## src/rtl/irq_dispatch_arbiter.sv

```systemverilog
// Interrupt dispatcher: picks the highest-priority eligible requester (round-robin on ties),
// presents it to the CPU, and tracks it through acknowledge and end-of-interrupt.
module irq_dispatch_arbiter #(
   parameter int NUM_SRC = 8,
   parameter int PRIO_W  = 3,
   parameter int TIMEOUT = 16
) (
   input  logic                       pclk,
   input  logic                       rst,
   input  logic [NUM_SRC-1:0]         src_req,
   input  logic [NUM_SRC*PRIO_W-1:0]  src_prio,
   input  logic [NUM_SRC-1:0]         src_mask,
   input  logic                       cpu_ack,
   input  logic                       cpu_eoi,
   input  logic [$clog2(NUM_SRC)-1:0] eoi_id,
   output logic                       cpu_irq,
   output logic [$clog2(NUM_SRC)-1:0] cpu_vec,
   output logic [NUM_SRC-1:0]         src_grant,
   output logic                       busy,
   output logic                       timeout_err,
   output logic                       eoi_err
);

   // state   | meaning
   // IDLE    | arbitrating every cycle among eligible requesters
   // PRESENT | cpu_irq asserted, waiting for cpu_ack, withdrawal or timeout
   // SERVICE | interrupt accepted, waiting for matching cpu_eoi
   localparam int ID_W  = $clog2(NUM_SRC);
   localparam int CNT_W = (TIMEOUT > 0) ? $clog2(TIMEOUT + 1) : 1;

   typedef enum logic [1:0] {IDLE, PRESENT, SERVICE} state_t;

   state_t             state, state_nxt;
   logic [ID_W-1:0]    rr_ptr, rr_ptr_nxt;
   logic [CNT_W-1:0]   cnt, cnt_nxt;
   logic [ID_W-1:0]    vec_nxt, winner, idx;
   logic [ID_W:0]      sum;
   logic               win_valid, tmo_hit, withdrawn;
   logic [PRIO_W-1:0]  best;
   logic [PRIO_W-1:0]  prio [NUM_SRC];
   logic [NUM_SRC-1:0] eligible, grant_nxt;
   logic               irq_nxt, busy_nxt, tmo_nxt, eoi_err_nxt;

   always_comb begin
      for (int i = 0; i < NUM_SRC; i++) begin
         prio[i] = src_prio[i*PRIO_W +: PRIO_W];
      end
   end

   // Scanning in round-robin order with a strict compare keeps the first tied source found.
   always_comb begin
      eligible  = src_req & ~src_mask;
      win_valid = 1'b0;
      winner    = '0;
      best      = '1;
      sum       = '0;
      idx       = '0;
      for (int k = 1; k <= NUM_SRC; k++) begin
         sum = {1'b0, rr_ptr} + (ID_W+1)'(k);
         if (sum >= (ID_W+1)'(NUM_SRC)) begin
            sum = sum - (ID_W+1)'(NUM_SRC);
         end
         idx = sum[ID_W-1:0];
         if (eligible[idx] && (!win_valid || prio[idx] < best)) begin
            win_valid = 1'b1;
            winner    = idx;
            best      = prio[idx];
         end
      end
   end

   always_comb begin
      tmo_hit   = (TIMEOUT != 0) && (cnt == CNT_W'(TIMEOUT - 1));
      withdrawn = !src_req[cpu_vec];
   end

   always_ff @(posedge pclk or posedge rst) begin
      if (rst) begin
         state       <= IDLE;
         rr_ptr      <= ID_W'(NUM_SRC - 1);
         cnt         <= '0;
         cpu_irq     <= 1'b0;
         cpu_vec     <= '0;
         src_grant   <= '0;
         busy        <= 1'b0;
         timeout_err <= 1'b0;
         eoi_err     <= 1'b0;
      end else begin
         state       <= state_nxt;
         rr_ptr      <= rr_ptr_nxt;
         cnt         <= cnt_nxt;
         cpu_irq     <= irq_nxt;
         cpu_vec     <= vec_nxt;
         src_grant   <= grant_nxt;
         busy        <= busy_nxt;
         timeout_err <= tmo_nxt;
         eoi_err     <= eoi_err_nxt;
      end
   end

   always_comb begin
      state_nxt = state;
      case (state)
         IDLE: begin
            if (win_valid) state_nxt = PRESENT;
         end
         PRESENT: begin
            if (cpu_ack)        state_nxt = SERVICE;
            else if (withdrawn) state_nxt = IDLE;
            else if (tmo_hit)   state_nxt = IDLE;
         end
         SERVICE: begin
            if (cpu_eoi && eoi_id == cpu_vec) state_nxt = IDLE;
         end
         default: state_nxt = IDLE;
      endcase
   end

   always_comb begin
      irq_nxt     = (state_nxt == PRESENT);
      busy_nxt    = (state_nxt != IDLE);
      vec_nxt     = cpu_vec;
      grant_nxt   = '0;
      tmo_nxt     = 1'b0;
      rr_ptr_nxt  = rr_ptr;
      cnt_nxt     = cnt;
      eoi_err_nxt = cpu_eoi && !(state == SERVICE && eoi_id == cpu_vec);
      case (state)
         IDLE: begin
            cnt_nxt = '0;
            if (win_valid) vec_nxt = winner;
         end
         PRESENT: begin
            if (cpu_ack) begin
               grant_nxt[cpu_vec] = 1'b1;
               rr_ptr_nxt         = cpu_vec;
            end else if (!withdrawn) begin
               if (tmo_hit) begin
                  tmo_nxt    = 1'b1;
                  rr_ptr_nxt = cpu_vec;
               end else begin
                  cnt_nxt = cnt + CNT_W'(1);
               end
            end
         end
         default: ;
      endcase
   end

endmodule

```

## config.mk

```make
export PLATFORM = sky130hd
export DESIGN_NAME = irq_dispatch_arbiter
export DESIGN_NICKNAME = d
export VERILOG_FILES = /design/src/rtl/irq_dispatch_arbiter.sv
export SDC_FILE = /design/constraint.sdc
export NUM_CORES = 1
export LEC_CHECK = 0
export ABC_AREA = 1
export CAP_MARGIN = 20
export CORE_MARGIN = 4
export CORE_UTILIZATION = 45
export DETAILED_ROUTE_END_ITERATION = 12
export PLACE_DENSITY = 0.69
export SKIP_LAST_GASP = 1
export SLEW_MARGIN = 0
export SYNTH_ARGS = -nofsm -noshare
export SYNTH_HDL_FRONTEND = slang
export SYNTH_SLANG_ARGS = --single-unit
```

## constraint.sdc

```tcl
create_clock -name pclk -period 9.7 [get_ports pclk]
set_clock_uncertainty 0.2 [all_clocks]
set_input_delay 1.94 -clock pclk [delete_from_list [all_inputs] [get_ports pclk]]
set_output_delay 1.94 -clock pclk [all_outputs]
set_load 0.02 [all_outputs]
```

==> impl_metrics.yaml <==
status:
  status: "complete, no violations"
place:
  hpwl_um: 8160
  place_inst: 710
  port_buffers: 61
  gp_congestion: 1.04
detailed_routing:
  wl_um: 10200
  drtAntennaViolNets: 0
  dr.first_iter.drc_count: 230
  viasPerCell: 5.33
  drc: 0
  firstDrtPassIters: 5
  vias: 3849
  wl_per_cell_um: 14.2
logic_synthesis:
  synthCells: 563
  synth.avg_cell_area_um2: 5.77
  synth_xor_area_share_pct: 2.43
  synth_top_family_by_area: "simple AND/OR/NAND/NOR gates"
  synth_edf_count: 0
  synth-seq-area-share_pct: 19.4
  synth_mux_area_share_pct: 2.47
  synth_nets: 627
  ys_ff_latch: 25
  synth_top_area_share_pct: 22.3
  synthAdderAreaFrac_pct: 6.55
  ys_async_sr_fraction_pct: 100
  ys.flop_type: "dfrtp_1"
  ys_top_cells_by_area: "nand2_1 (22%), dfrtp_1 (17%), nand3_1 (11%)"
  synth_common_cells: "nand2_1 (193), nand3_1 (69), inv_1 (64), o21ai_0 (61), nor2_1 (31)"
  post-synth-top-count-cell: "nand2_1"
  yosys_warnings: 0
  synth_area_leader_cell: "nand2_1"
  syn_area_um2: 3250
  yosysUniqueCellTypes: 35
  synthSimpleGateAreaFrac_pct: 42.0
  synth_compound_area_share_pct: 16.0
hold_path:
  min_to: "cnt[4]"
  hold_path.class: "flop to flop"
  hp-start: "cnt[4]"
  min_delay_path_depth: 2
critical_path:
  critical_path_class: "input pin to flop"
  critPathMaxStageDelay_ns: 0.41
  r2r_end: "cpu_vec[0]"
  reg2reg_from: "rr_ptr[0]"
  cp.required_ns: 9.68
  cpMaxStageDelayCell: "clkdlybuf4s50_1"
  crit_path_frequent_cell: "nand2_1"
  crit_arrival_ns: 9.15
  worstSetupEndpointType: "flop"
  critPathTopFamily: "simple AND/OR/NAND/NOR gates"
  worst-r2r-setup-slack_ns: 1.15
  ff2ff_path_depth: 65
  worstPathMaxFanout: 8
  crit_path_start_kind: "input pin"
  cp_num_buf_inv: 7
grt:
  grt_pass1_wl_um: 16800
  grtUsageTotal_pct: 23.9
  top_usage_layer: "met2"
  grt_overflow: 0
  met2_usage_pct: 40.1
  met1_usage_pct: 32.0
  antenna_found_initial: 0
  gr-usage-met3_pct: 4.96
  grt_pass1_vias: 3558
  grt_max_degree: 42
floorplanning:
  fp.dieH_um: 92.9
  dieWidth_um: 92.9
  start_util_pct: 47.0
  coreArea_um2: 6910
  rows: 30
  dieArea_um2: 8640
  io_pins: 62
sta:
  finalSetupViolations: 0
  slew_viol_final: 0
  period_needed_ns: 9.17
  slew_headroom_pct: 38.5
  hold_violations: 0
  timing.final.crit_share_pct: 94.5
  worstMarginPinSlew_ns: 0.922
  timing.fmax_mhz: 109
job:
  maxCapViolCount: 0
clocking:
  clock-root-buffer: "clkbuf_8"
  htreeDepth: 1
  ctsLongestPathBuffers: 2
  cts.clk_slew.worst_paths_ns: 0.09
  cts.sinks: 25
  cts_buffers: 3
  clkLatencyLatePin_ns: 0.28
  cts_tree: "done"
cells_and_area:
  layoutNonFillerInstCount: 722
  final_layout_size_suffix_gt1_share_pct: 13.9
  n_antenna_cell: 0
  post-route-util_pct: 61.1
  nets: 691
  area_growth_pct: 29.9
  fillers: 708
worst reg2reg max path, delay by kind of cell, from the launching register on:
| kind | cells | cell delay (ns) |
|---|---|---|
| flops | 1 | 0.90 |
| simple gates | 37 | 2.97 |
| compound gates | 12 | 1.17 |
| fa+ha+maj | 8 | 2.45 |
| buf+inv | 8 | 0.74 |
area by class of cell:
cell class	count	area (µm²)	area share, %
clock buffers	3	41.3	0.979
clock inverters	1	7.51	0.178
inverters	69	259	6.14
multi-input cells	447	2400	56.8
flip-flops and latches	25	629	14.9
well taps	96	120	2.85
repair buffers	81	763	18.1
flip-flops by register name, summed over array words and instances, names as in the netlist:
name / cells
rr_ptr: 3
state: 2
cpu_irq: 1
cnt: 5
timeout_err: 1
cpu_vec: 3
src_grant: 8
eoi_err: 1
busy: 1
worst max path at each step:
stage,from,endpoint,cells past startpoint
after detailed placement,src_req[6],cpu_vec[0],61
after global routing,src_prio[8],cpu_vec[0],73
after global placement,src_prio[8],cpu_vec[0],58
after CTS,src_req[6],cpu_vec[1],63
final,src_mask[5],cpu_vec[0],65
after floorplan,src_mask[5],cpu_vec[0],58
cells by family after synthesis:
family / count (synthesis)
flops: 25
compound gates: 98
mux: 8
simple gates: 318
fa+ha+maj: 17
xor+xnor: 6
buf+inv: 91
metrics by stage:
stage	worst slack (ns)	instance area (µm²)	setup TNS [ns]	hold slack [ns]
2_1_floorplan	0.802	3250	0	0.290
3_3_place_gp	-0.0939	3960	-0.250	0.316
3_5_place_dp	-0.313	3960	-0.925	0.315
4_1_cts	0.0161	4010	0	0.340
5_1_grt	-0.104	4220	-0.280	0.368
6_report	0.531	4220	0	0.335
cells in the final DEF (no fill, tap or decap), types with 13 or more instances in the layout:
master / count
o21ai_1: 13
dfrtp_1: 22
inv_1: 62
o21ai_0: 47
buf_4: 20
nand2_1: 182
nor2_1: 30
ha_1: 16
nand2_2: 20
clkdlybuf4s50_1: 60
nand3_1: 66
metal layers:
| metal | part of all wire (%) | up-vias |
|---|---|---|
| met3 | 6.6 | 13 |
| met2 | 47 | 128 |
| met4 | 0.97 | 0 |
| li1 | - | 1951 |
| met1 | 46 | 1757 |
| met5 | 0 | - |
repair_timing:
| item | 4_1_cts | 5_1_grt |
|---|---|---|
| pin swaps | 0 | 22 |
| setup endpoints to repair | 3 | 3 |
| endpoints found under the hold margin | 0 | 0 |
| setup buffers | 0 | 8 |
| resized for setup | 1 | 53 |
| hold buffers | 0 | 0 |
Power is not shown: default switching activity piles up to over one toggle a cycle in this logic, so the estimate is an artifact.
